## config.mk

```make
export PLATFORM = sky130hd
export DESIGN_NAME = mpu_matrix_buffer
export DESIGN_NICKNAME = d
export VERILOG_FILES = /design/src/rtl/mpu_matrix_buffer_pkg.sv /design/src/rtl/mpu_matrix_buffer_index_counter.sv /design/src/rtl/mpu_matrix_buffer.sv
export SDC_FILE = /design/constraint.sdc
export NUM_CORES = 2
export LEC_CHECK = 0
export ABC_AREA = 1
export BUFFER_PORTS_ARGS = -buffer_cell sky130_fd_sc_hd__buf_2
export CAP_MARGIN = 30
export CORE_MARGIN = 1.5
export CORE_UTILIZATION = 35
export DETAILED_ROUTE_END_ITERATION = 10
export PLACE_DENSITY = 0.47
export SLEW_MARGIN = 40
export SYNTH_ARGS = -nofsm -noshare
export SYNTH_HDL_FRONTEND = slang
export SYNTH_HIERARCHICAL = 1
export SYNTH_SLANG_ARGS = --single-unit
export TNS_END_PERCENT = 5
```

## constraint.sdc

```tcl
create_clock -name clk -period 73.6 [get_ports clk]
set_input_delay 14.72 -clock clk [delete_from_list [all_inputs] [get_ports clk]]
set_output_delay 14.72 -clock clk [all_outputs]
set_load 0.02 [all_outputs]
```

## src/rtl/mpu_matrix_buffer_pkg.sv

```systemverilog
// Shared definitions for the MPU matrix staging buffer.
// Provides the buffer FSM state type, the default floating-point word width
// and a small dimension range helper.
package global_defs;

   // IEEE-754 double precision word width, default element width of the buffer.
   localparam int FP_WIDTH = 64;

   // Buffer controller states.
   typedef enum logic [1:0] {
      IDLE  = 2'd0,
      LOAD  = 2'd1,
      STORE = 2'd2
   } mpu_buf_state_t;

   // True when a requested run-time dimension lies in 1..max_dim.
   function automatic logic dim_in_range(input int unsigned dim, input int unsigned max_dim);
      return (dim >= 1) && (dim <= max_dim);
   endfunction

endpackage

```

## src/rtl/mpu_matrix_buffer_index_counter.sv

```systemverilog
// mpu_index_counter: (row, col) walker over a run-time sized matrix.
// Either the column (row-major walk) or the row (column-major walk) is the
// inner dimension. The counter also exposes the position it will move to on
// the next enable so the caller can prefetch the following element, and a
// flag marking the final element; stepping past it wraps back to (0,0).
module mpu_index_counter #(
   parameter int ROW_W   = 2,
   parameter int COL_W   = 2,
   parameter int LIM_R_W = 3,
   parameter int LIM_C_W = 3
) (
   input  logic               clk,
   input  logic               rst,
   input  logic               clear_i,
   input  logic               en_i,
   input  logic               row_inner_i,
   input  logic [LIM_R_W-1:0] lim_rows_i,
   input  logic [LIM_C_W-1:0] lim_cols_i,
   output logic [ROW_W-1:0]   row_o,
   output logic [COL_W-1:0]   col_o,
   output logic [ROW_W-1:0]   next_row_o,
   output logic [COL_W-1:0]   next_col_o,
   output logic               last_o
);

   logic [ROW_W-1:0] row_q, row_d;
   logic [COL_W-1:0] col_q, col_d;
   logic [ROW_W-1:0] step_row;
   logic [COL_W-1:0] step_col;
   logic             row_end;
   logic             col_end;

   assign row_end = (LIM_R_W'(row_q) == (lim_rows_i - LIM_R_W'(1)));
   assign col_end = (LIM_C_W'(col_q) == (lim_cols_i - LIM_C_W'(1)));
   assign last_o  = row_end && col_end;

   // Position following the current one in the selected walk order.
   always_comb begin
      step_row = row_q;
      step_col = col_q;
      if (last_o) begin
         step_row = '0;
         step_col = '0;
      end else if (row_inner_i) begin
         if (row_end) begin
            step_row = '0;
            step_col = col_q + COL_W'(1);
         end else begin
            step_row = row_q + ROW_W'(1);
         end
      end else begin
         if (col_end) begin
            step_col = '0;
            step_row = row_q + ROW_W'(1);
         end else begin
            step_col = col_q + COL_W'(1);
         end
      end
   end

   // Clear has priority over stepping so a new operation always starts at (0,0).
   always_comb begin
      row_d = row_q;
      col_d = col_q;
      if (clear_i) begin
         row_d = '0;
         col_d = '0;
      end else if (en_i) begin
         row_d = step_row;
         col_d = step_col;
      end
   end

   // Index registers.
   always_ff @(posedge clk or posedge rst) begin
      if (rst) begin
         row_q <= '0;
         col_q <= '0;
      end else begin
         row_q <= row_d;
         col_q <= col_d;
      end
   end

   assign row_o      = row_q;
   assign col_o      = col_q;
   assign next_row_o = step_row;
   assign next_col_o = step_col;

endmodule

```

## src/rtl/mpu_matrix_buffer.sv

```systemverilog
// mpu_matrix_buffer: staging buffer between the memory side and the FPU array.
// A matrix of up to MAX_M x MAX_N words is loaded serially in row-major order,
// held, and streamed back out under consumer backpressure as often as needed.
// Optional feature macro: MPU_TRANSPOSE_EN -- when defined, store_transpose_i
// (sampled with store_req_i) selects a column-major readout for that store.
module mpu_matrix_buffer
   import global_defs::*;
#(
   parameter int DATA_WIDTH = FP_WIDTH,
   parameter int MAX_M      = 4,
   parameter int MAX_N      = 4
) (
   input  logic                         clk,
   input  logic                         rst,
   input  logic                         load_req_i,
   input  logic [$clog2(MAX_M+1)-1:0]   dim_m_i,
   input  logic [$clog2(MAX_N+1)-1:0]   dim_n_i,
   input  logic                         load_valid_i,
   input  logic [DATA_WIDTH-1:0]        load_data_i,
   output logic                         load_ready_o,
   output logic                         load_done_o,
   input  logic                         store_req_i,
   input  logic                         store_transpose_i,
   output logic                         store_valid_o,
   output logic [DATA_WIDTH-1:0]        store_data_o,
   input  logic                         store_ready_i,
   output logic                         store_done_o,
   output logic                         busy_o,
   output logic                         err_o
);

   localparam int MW    = $clog2(MAX_M + 1);
   localparam int NW    = $clog2(MAX_N + 1);
   localparam int ROW_W = (MAX_M > 1) ? $clog2(MAX_M) : 1;
   localparam int COL_W = (MAX_N > 1) ? $clog2(MAX_N) : 1;

   mpu_buf_state_t state_q, state_d;

   logic                  matrix_valid_q, matrix_valid_d;
   logic [MW-1:0]         dim_m_q, dim_m_d;
   logic [NW-1:0]         dim_n_q, dim_n_d;
   logic                  store_valid_q, store_valid_d;
   logic [DATA_WIDTH-1:0] store_data_q, store_data_d;
   logic                  load_done_q, load_done_d;
   logic                  store_done_q, store_done_d;
   logic                  err_q, err_d;

   logic [DATA_WIDTH-1:0] mem_q [MAX_M][MAX_N];
   logic                  mem_we;

   logic                  dims_ok;
   logic                  load_accept;
   logic                  store_accept;

   logic                  cnt_clear;
   logic                  cnt_en;
   logic                  cnt_row_inner;
   logic [ROW_W-1:0]      cnt_row;
   logic [COL_W-1:0]      cnt_col;
   logic [ROW_W-1:0]      cnt_next_row;
   logic [COL_W-1:0]      cnt_next_col;
   logic                  cnt_last;

   assign dims_ok      = dim_in_range(32'(dim_m_i), MAX_M) && dim_in_range(32'(dim_n_i), MAX_N);
   // A load request always wins over a simultaneous store request.
   assign load_accept  = (state_q == IDLE) && load_req_i && dims_ok;
   assign store_accept = (state_q == IDLE) && !load_req_i && store_req_i && matrix_valid_q;

`ifdef MPU_TRANSPOSE_EN
   logic transpose_q, transpose_d;

   // Readout order is captured with the store request and held for that store.
   always_comb begin
      transpose_d = transpose_q;
      if (store_accept) begin
         transpose_d = store_transpose_i;
      end
   end

   // Transpose mode register.
   always_ff @(posedge clk or posedge rst) begin
      if (rst) begin
         transpose_q <= 1'b0;
      end else begin
         transpose_q <= transpose_d;
      end
   end

   // Loads are always row-major; only a store may walk rows innermost.
   assign cnt_row_inner = (state_q == STORE) && transpose_q;
`else
   logic unused_transpose;
   assign unused_transpose = store_transpose_i;
   assign cnt_row_inner    = 1'b0;
`endif

   mpu_index_counter #(
      .ROW_W   (ROW_W),
      .COL_W   (COL_W),
      .LIM_R_W (MW),
      .LIM_C_W (NW)
   ) u_index_counter (
      .clk         (clk),
      .rst         (rst),
      .clear_i     (cnt_clear),
      .en_i        (cnt_en),
      .row_inner_i (cnt_row_inner),
      .lim_rows_i  (dim_m_q),
      .lim_cols_i  (dim_n_q),
      .row_o       (cnt_row),
      .col_o       (cnt_col),
      .next_row_o  (cnt_next_row),
      .next_col_o  (cnt_next_col),
      .last_o      (cnt_last)
   );

   // Controller: request arbitration, load sequencing and store streaming.
   always_comb begin
      state_d        = state_q;
      matrix_valid_d = matrix_valid_q;
      dim_m_d        = dim_m_q;
      dim_n_d        = dim_n_q;
      store_valid_d  = store_valid_q;
      store_data_d   = store_data_q;
      load_done_d    = 1'b0;
      store_done_d   = 1'b0;
      err_d          = 1'b0;
      mem_we         = 1'b0;
      cnt_clear      = 1'b0;
      cnt_en         = 1'b0;

      case (state_q)
         IDLE: begin
            if (load_req_i) begin
               if (load_accept) begin
                  dim_m_d        = dim_m_i;
                  dim_n_d        = dim_n_i;
                  matrix_valid_d = 1'b0;
                  cnt_clear      = 1'b1;
                  state_d        = LOAD;
               end else begin
                  err_d = 1'b1;
               end
            end else if (store_req_i) begin
               if (store_accept) begin
                  // First element is (0,0) in either walk order.
                  store_valid_d = 1'b1;
                  store_data_d  = mem_q[0][0];
                  cnt_clear     = 1'b1;
                  state_d       = STORE;
               end else begin
                  err_d = 1'b1;
               end
            end
         end

         LOAD: begin
            if (load_valid_i) begin
               mem_we = 1'b1;
               cnt_en = 1'b1;
               if (cnt_last) begin
                  matrix_valid_d = 1'b1;
                  load_done_d    = 1'b1;
                  state_d        = IDLE;
               end
            end
         end

         STORE: begin
            if (store_valid_q && store_ready_i) begin
               cnt_en = 1'b1;
               if (cnt_last) begin
                  store_valid_d = 1'b0;
                  store_done_d  = 1'b1;
                  state_d       = IDLE;
               end else begin
                  // Present the next element straight away so a ready
                  // consumer sees one word per cycle.
                  store_data_d = mem_q[cnt_next_row][cnt_next_col];
               end
            end
         end

         default: begin
            state_d = IDLE;
         end
      endcase
   end

   // Control and output registers.
   always_ff @(posedge clk or posedge rst) begin
      if (rst) begin
         state_q        <= IDLE;
         matrix_valid_q <= 1'b0;
         dim_m_q        <= '0;
         dim_n_q        <= '0;
         store_valid_q  <= 1'b0;
         store_data_q   <= '0;
         load_done_q    <= 1'b0;
         store_done_q   <= 1'b0;
         err_q          <= 1'b0;
      end else begin
         state_q        <= state_d;
         matrix_valid_q <= matrix_valid_d;
         dim_m_q        <= dim_m_d;
         dim_n_q        <= dim_n_d;
         store_valid_q  <= store_valid_d;
         store_data_q   <= store_data_d;
         load_done_q    <= load_done_d;
         store_done_q   <= store_done_d;
         err_q          <= err_d;
      end
   end

   // Element storage: each word is written when the load walker points at it.
   for (genvar gi = 0; gi < MAX_M; gi++) begin : g_row
      for (genvar gj = 0; gj < MAX_N; gj++) begin : g_col
         // Storage word (gi, gj), cleared on reset.
         always_ff @(posedge clk or posedge rst) begin
            if (rst) begin
               mem_q[gi][gj] <= '0;
            end else if (mem_we && (cnt_row == ROW_W'(gi)) && (cnt_col == COL_W'(gj))) begin
               mem_q[gi][gj] <= load_data_i;
            end
         end
      end
   end

   assign load_ready_o  = (state_q == LOAD);
   assign busy_o        = (state_q != IDLE);
   assign load_done_o   = load_done_q;
   assign store_valid_o = store_valid_q;
   assign store_data_o  = store_data_q;
   assign store_done_o  = store_done_q;
   assign err_o         = err_q;

endmodule

```

==> results.rst <==
.. list-table::
   :header-rows: 1

   * - Metric
     - Value
   * - Run status
     - completed
   * - Post-placement worst setup slack
     - 54,610 ps
   * - Total via count after detailed routing
     - 43,400
   * - WP data arrival
     - 18,540 ps
   * - Netlist Area Pre-Place
     - 0.0530 sq mm
   * - Clock slew at reported path FFs
     - 60 ps
   * - Overflow after GRT
     - 0
   * - CP startpoint kind
     - input port
   * - Global-route wire length before repair
     - 258,000 microns
   * - Row Count
     - 142
   * - Maximum frequency from static timing analysis
     - 56.4 MHz
   * - Count of antenna-violating nets left after detailed routing
     - 0
   * - Clock root buffer
     - sky130_fd_sc_hd__clkbuf_16
   * - Global routing met1 resource utilization
     - 30.2%
   * - Combinational Power Share
     - 40.7%
   * - Global routing met3 resource utilization
     - 2.89%
   * - Number of enable-type register cells in the synthesized netlist
     - 0
   * - Class of the most critical hold timing path
     - flop to flop
   * - Cell repeated most along the worst path
     - sky130_fd_sc_hd__buf_6
   * - Warnings, synthesis
     - 6
   * - Clock sink count
     - 1,105
   * - Global routing met2 resource utilization
     - 35.9%
   * - Max Fanout on Critical Path
     - 116
   * - Count of buffering cells on the critical path with inverters included
     - 7
   * - Drt first pass iters
     - 6
   * - Post-placement cell area
     - 0.0544 sq mm
   * - GRT Max-Usage Layer
     - met2
   * - Final min period
     - 17,720 ps
   * - Average wire length per cell after detail routing
     - 18.6 microns
   * - Layout cell share with drive strength beyond 1
     - 6.87%
   * - Setup skew after layout
     - 20.3 ps
   * - Core ar.
     - 0.150 sq mm
   * - Worst vdd ir
     - 0.0000452 V
   * - Transition time at the pin with the least slew margin
     - 864 ps
   * - Via count normalized by instance count
     - 4.86
   * - Drc violations
     - 0
   * - Horiz. Die Dim
     - 392 microns
   * - Multi-input combinational cell area
     - 0.0204 sq mm
   * - Ratio of final minimum period to clock period
     - 24.1%
   * - GRT Util Overall
     - 21.8%
   * - Largest net degree at the start of global routing
     - 169
   * - Endpoints failing setup
     - 0
   * - Sequential share of power
     - 33.5%
   * - Critical path class
     - input port to async pin
   * - Nature of the critical path endpoint
     - async pin
   * - Post CTS Setup Buffer Count
     - 0
   * - Storage cell area
     - 0.0277 sq mm
   * - Worst-path cell with the longest stage delay
     - sky130_fd_sc_hd__buf_4
   * - Sequential element share of the synthesized area
     - 52.2%
   * - Post-synth top flop
     - sky130_fd_sc_hd__dfrtp_1
   * - Sw Share
     - 42.4%
   * - Internal Pwr Total
     - 1470 uW
   * - Pins over their slew limit
     - 0
   * - Count of routing violations after the opening detailed-route iteration
     - 3,329
   * - Relative slew margins
     - 42.4%
   * - Initial standard-cell utilization of the core
     - 35.3%
   * - Fraction of power consumed by the clock network
     - 25.7%
   * - Pwr Density
     - 43.4 mW/mm^2
   * - Area of the die
     - 0.154 sq mm
   * - Clock tree from TritonCTS
     - yes
   * - Setup repair after global routing missed its margin
     - no
   * - I/O Pins
     - 147
   * - Leakage power total
     - 0.0289 uW
   * - Initial antenna violation count
     - 8
   * - Max cap viols
     - 0
   * - PostCTS Resize Cnt
     - 0
   * - Net Switching
     - 1080 uW
   * - Final net count
     - 6,896
   * - H-tree level count
     - 4
   * - Final Hold Violating Endpoints
     - 0
   * - Async S/R FF share, synth
     - 100%
   * - Skew-Pair Late Insertion Delay
     - 770 ps
   * - Hold-fix buffer count after cts
     - 0
   * - Number of filler instances in the final layout
     - 15,800
   * - CTS buffer count
     - 135
   * - Gp weighted congestion
     - 0.735
   * - Total of flip-flops plus latches after synthesis
     - 1,105
   * - HPWL reported at the end of detailed placement
     - 83,200 microns
   * - Cell family contributing the most delay on the critical path
     - buffers and inverters
   * - Critical Path Max Stage Delay
     - 730 ps
   * - Post-Route Setup TNS
     - 0 ps
   * - Final wirelength
     - 166,000 microns
   * - Post-synthesis cell count
     - 6,994
   * - Die boundary height
     - 392 microns
   * - Via count of the first global-routing pass
     - 41,600
   * - Ordered list of cells on the worst path
     - buf_2 > inv_12 > buf_6 > buf_6 > buf_4 > buf_6 > buf_6
   * - Max Root-Sink Buffers
     - 3
   * - Number of buffers added on ports
     - 145
   * - Critical Path RT
     - 74,420 ps
   * - Mean Syn Cell Area
     - 7.58 sq um
   * - Cell area after layout
     - 0.0589 sq mm
   * - Worst setup margin
     - 55,880 ps
   * - Synthesis-to-layout area growth
     - 11.2%
   * - Netlist cell types
     - 29
## area by class of cell
class / instances / area share (%)
diodes: 1 / 0.00425
clock buffers: 199 / 6.69
clock inverters: 43 / 0.682
inverters: 615 / 4.03
multi-input cells: 4746 / 34.7
flip-flops and latches: 1105 / 46.9
well taps: 2016 / 4.28
repair buffers: 211 / 2.70
## cells in the mapped netlist (2+ instances only)
| master | instances | share of area, % |
|---|---|---|
| sky130_fd_sc_hd__nor2_1 | 141 | 1.0 |
| sky130_fd_sc_hd__buf_1 | 27 | 0.19 |
| sky130_fd_sc_hd__inv_1 | 604 | 4.3 |
| sky130_fd_sc_hd__nand3_1 | 715 | 6.8 |
| sky130_fd_sc_hd__nand2_1 | 2819 | 20 |
| sky130_fd_sc_hd__buf_6 | 53 | 1.1 |
| sky130_fd_sc_hd__o21ai_1 | 791 | 7.5 |
| sky130_fd_sc_hd__xnor2_1 | 2 | 0.033 |
| sky130_fd_sc_hd__a21oi_1 | 2 | 0.019 |
| sky130_fd_sc_hd__inv_2 | 10 | 0.071 |
| sky130_fd_sc_hd__nand2_2 | 13 | 0.15 |
| sky130_fd_sc_hd__and2_1 | 2 | 0.024 |
| sky130_fd_sc_hd__buf_2 | 263 | 2.5 |
| sky130_fd_sc_hd__ha_1 | 5 | 0.12 |
| sky130_fd_sc_hd__nand3_2 | 3 | 0.057 |
| sky130_fd_sc_hd__nor3_4 | 3 | 0.092 |
| sky130_fd_sc_hd__clkbuf_1 | 153 | 1.1 |
| sky130_fd_sc_hd__dfrtp_1 | 1105 | 52 |
| sky130_fd_sc_hd__o21ai_0 | 241 | 2.3 |
| sky130_fd_sc_hd__buf_4 | 33 | 0.47 |
## cells by family (layout without fill, tap and decap cells)
family / count (synthesis) / in the layout / synth area share (%)
other: 1 / 3 / 0.00708
adders and majority gates: 5 / 5 / 0.118
buffers and inverters: 1144 / 1068 / 9.71
xor gates and xnor gates: 3 / 3 / 0.0638
DFF: 1105 / 1105 / 52.2
and+or+nand+nor: 3699 / 3699 / 28.1
AOI/OAI and AO/OA: 1037 / 1037 / 9.82
## power by group through the flow
stage	Sequential (uW)	Combinational (uW)	Clock [uW]
after global routing	879	1180	701
after global placement	863	1030	0
after floorplan	867	750	0
after detailed placement	867	1050	0
after CTS	858	1050	677
final	858	1040	658
## worst reg2reg max path: stages, from the launching register on
cell                      delay (ps)
sky130_fd_sc_hd__dfrtp_1         370
sky130_fd_sc_hd__inv_1            70
sky130_fd_sc_hd__ha_1            310
sky130_fd_sc_hd__inv_1            60
sky130_fd_sc_hd__nand2_1          40
sky130_fd_sc_hd__nand2_1          80
sky130_fd_sc_hd__nand3_2         120
sky130_fd_sc_hd__nand2_2         110
sky130_fd_sc_hd__nand2_1          50
sky130_fd_sc_hd__nand2_1          70
sky130_fd_sc_hd__and2_4          580
sky130_fd_sc_hd__buf_6           610
sky130_fd_sc_hd__buf_12          460
sky130_fd_sc_hd__buf_16          450
sky130_fd_sc_hd__nand2_1         140
sky130_fd_sc_hd__nand3_1         100
sky130_fd_sc_hd__nand3_1          80
sky130_fd_sc_hd__nand3_1         120
sky130_fd_sc_hd__nand3_1         100
sky130_fd_sc_hd__nand2_1         270
sky130_fd_sc_hd__nand2_1          90
## layer usage
layer,routed length (microns),vias to the layer above
met2,76000,869
met5,0,-
met3,7030,209
li1,-,21600
met4,3580,0
met1,79300,20800
## sequential cells by signal (all words and copies together), names as in the netlist
name	count
store_data_o	64
store_done_o	1
dim_n_q	3
err_o	1
state_q	2
load_done_o	1
u_index_counter/row_o	2
matrix_valid_q	1
dim_m_q	3
mem_q	1024
store_valid_o	1
u_index_counter/col_o	2
## worst paths after layout
kind | start | to | slack (ps) | depth (start not counted)
max | rst | mem_q[161]$_DFFE_PP0P_ | 55880 | 7
min | store_data_o[46]$_DFFE_PP0P_ | store_data_o[46]$_DFFE_PP0P_ | 470 | 2
max reg2reg | dim_n_q[0]$_DFFE_PP0P_ | store_data_o[27]$_DFFE_PP0P_ | 69200 | 20
min reg2reg | store_data_o[46]$_DFFE_PP0P_ | store_data_o[46]$_DFFE_PP0P_ | 470 | 2
max in group clk | state_q[0]$_DFFE_PP0P_ | busy_o | 57110 | 4
min in group asynchronous | rst | u_index_counter/col_o[0]$_DFFE_PP0P_ | 13930 | 2
## cells in the final DEF (no fill, tap or decap), drive strengths merged, types with 3 or more instances in the layout
| master | instances |
|---|---|
| xnor2 | 3 |
| nor3 | 4 |
| nand3 | 718 |
| clkbuf | 200 |
| buf | 210 |
| dfrtp | 1105 |
| inv | 623 |
| bufinv | 5 |
| ha | 5 |
| o21ai | 1033 |
| clkinv | 28 |
| nor2 | 143 |
| nand2 | 2832 |
## metrics by stage
step | total power, uW | utilization (%) | hold slack (ps) | std cells
2_1_floorplan | 1620 | - | 449 | 6995
3_3_place_gp | 1890 | 36.1 | 459 | 8683
3_5_place_dp | 1910 | 36.2 | 460 | 8690
4_1_cts | 2590 | 39.1 | 478 | 8932
5_1_grt | 2760 | 39.2 | 491 | 8935
6_report | 2560 | 39.2 | 474 | 8936
Power figures use the tool's default switching activity.
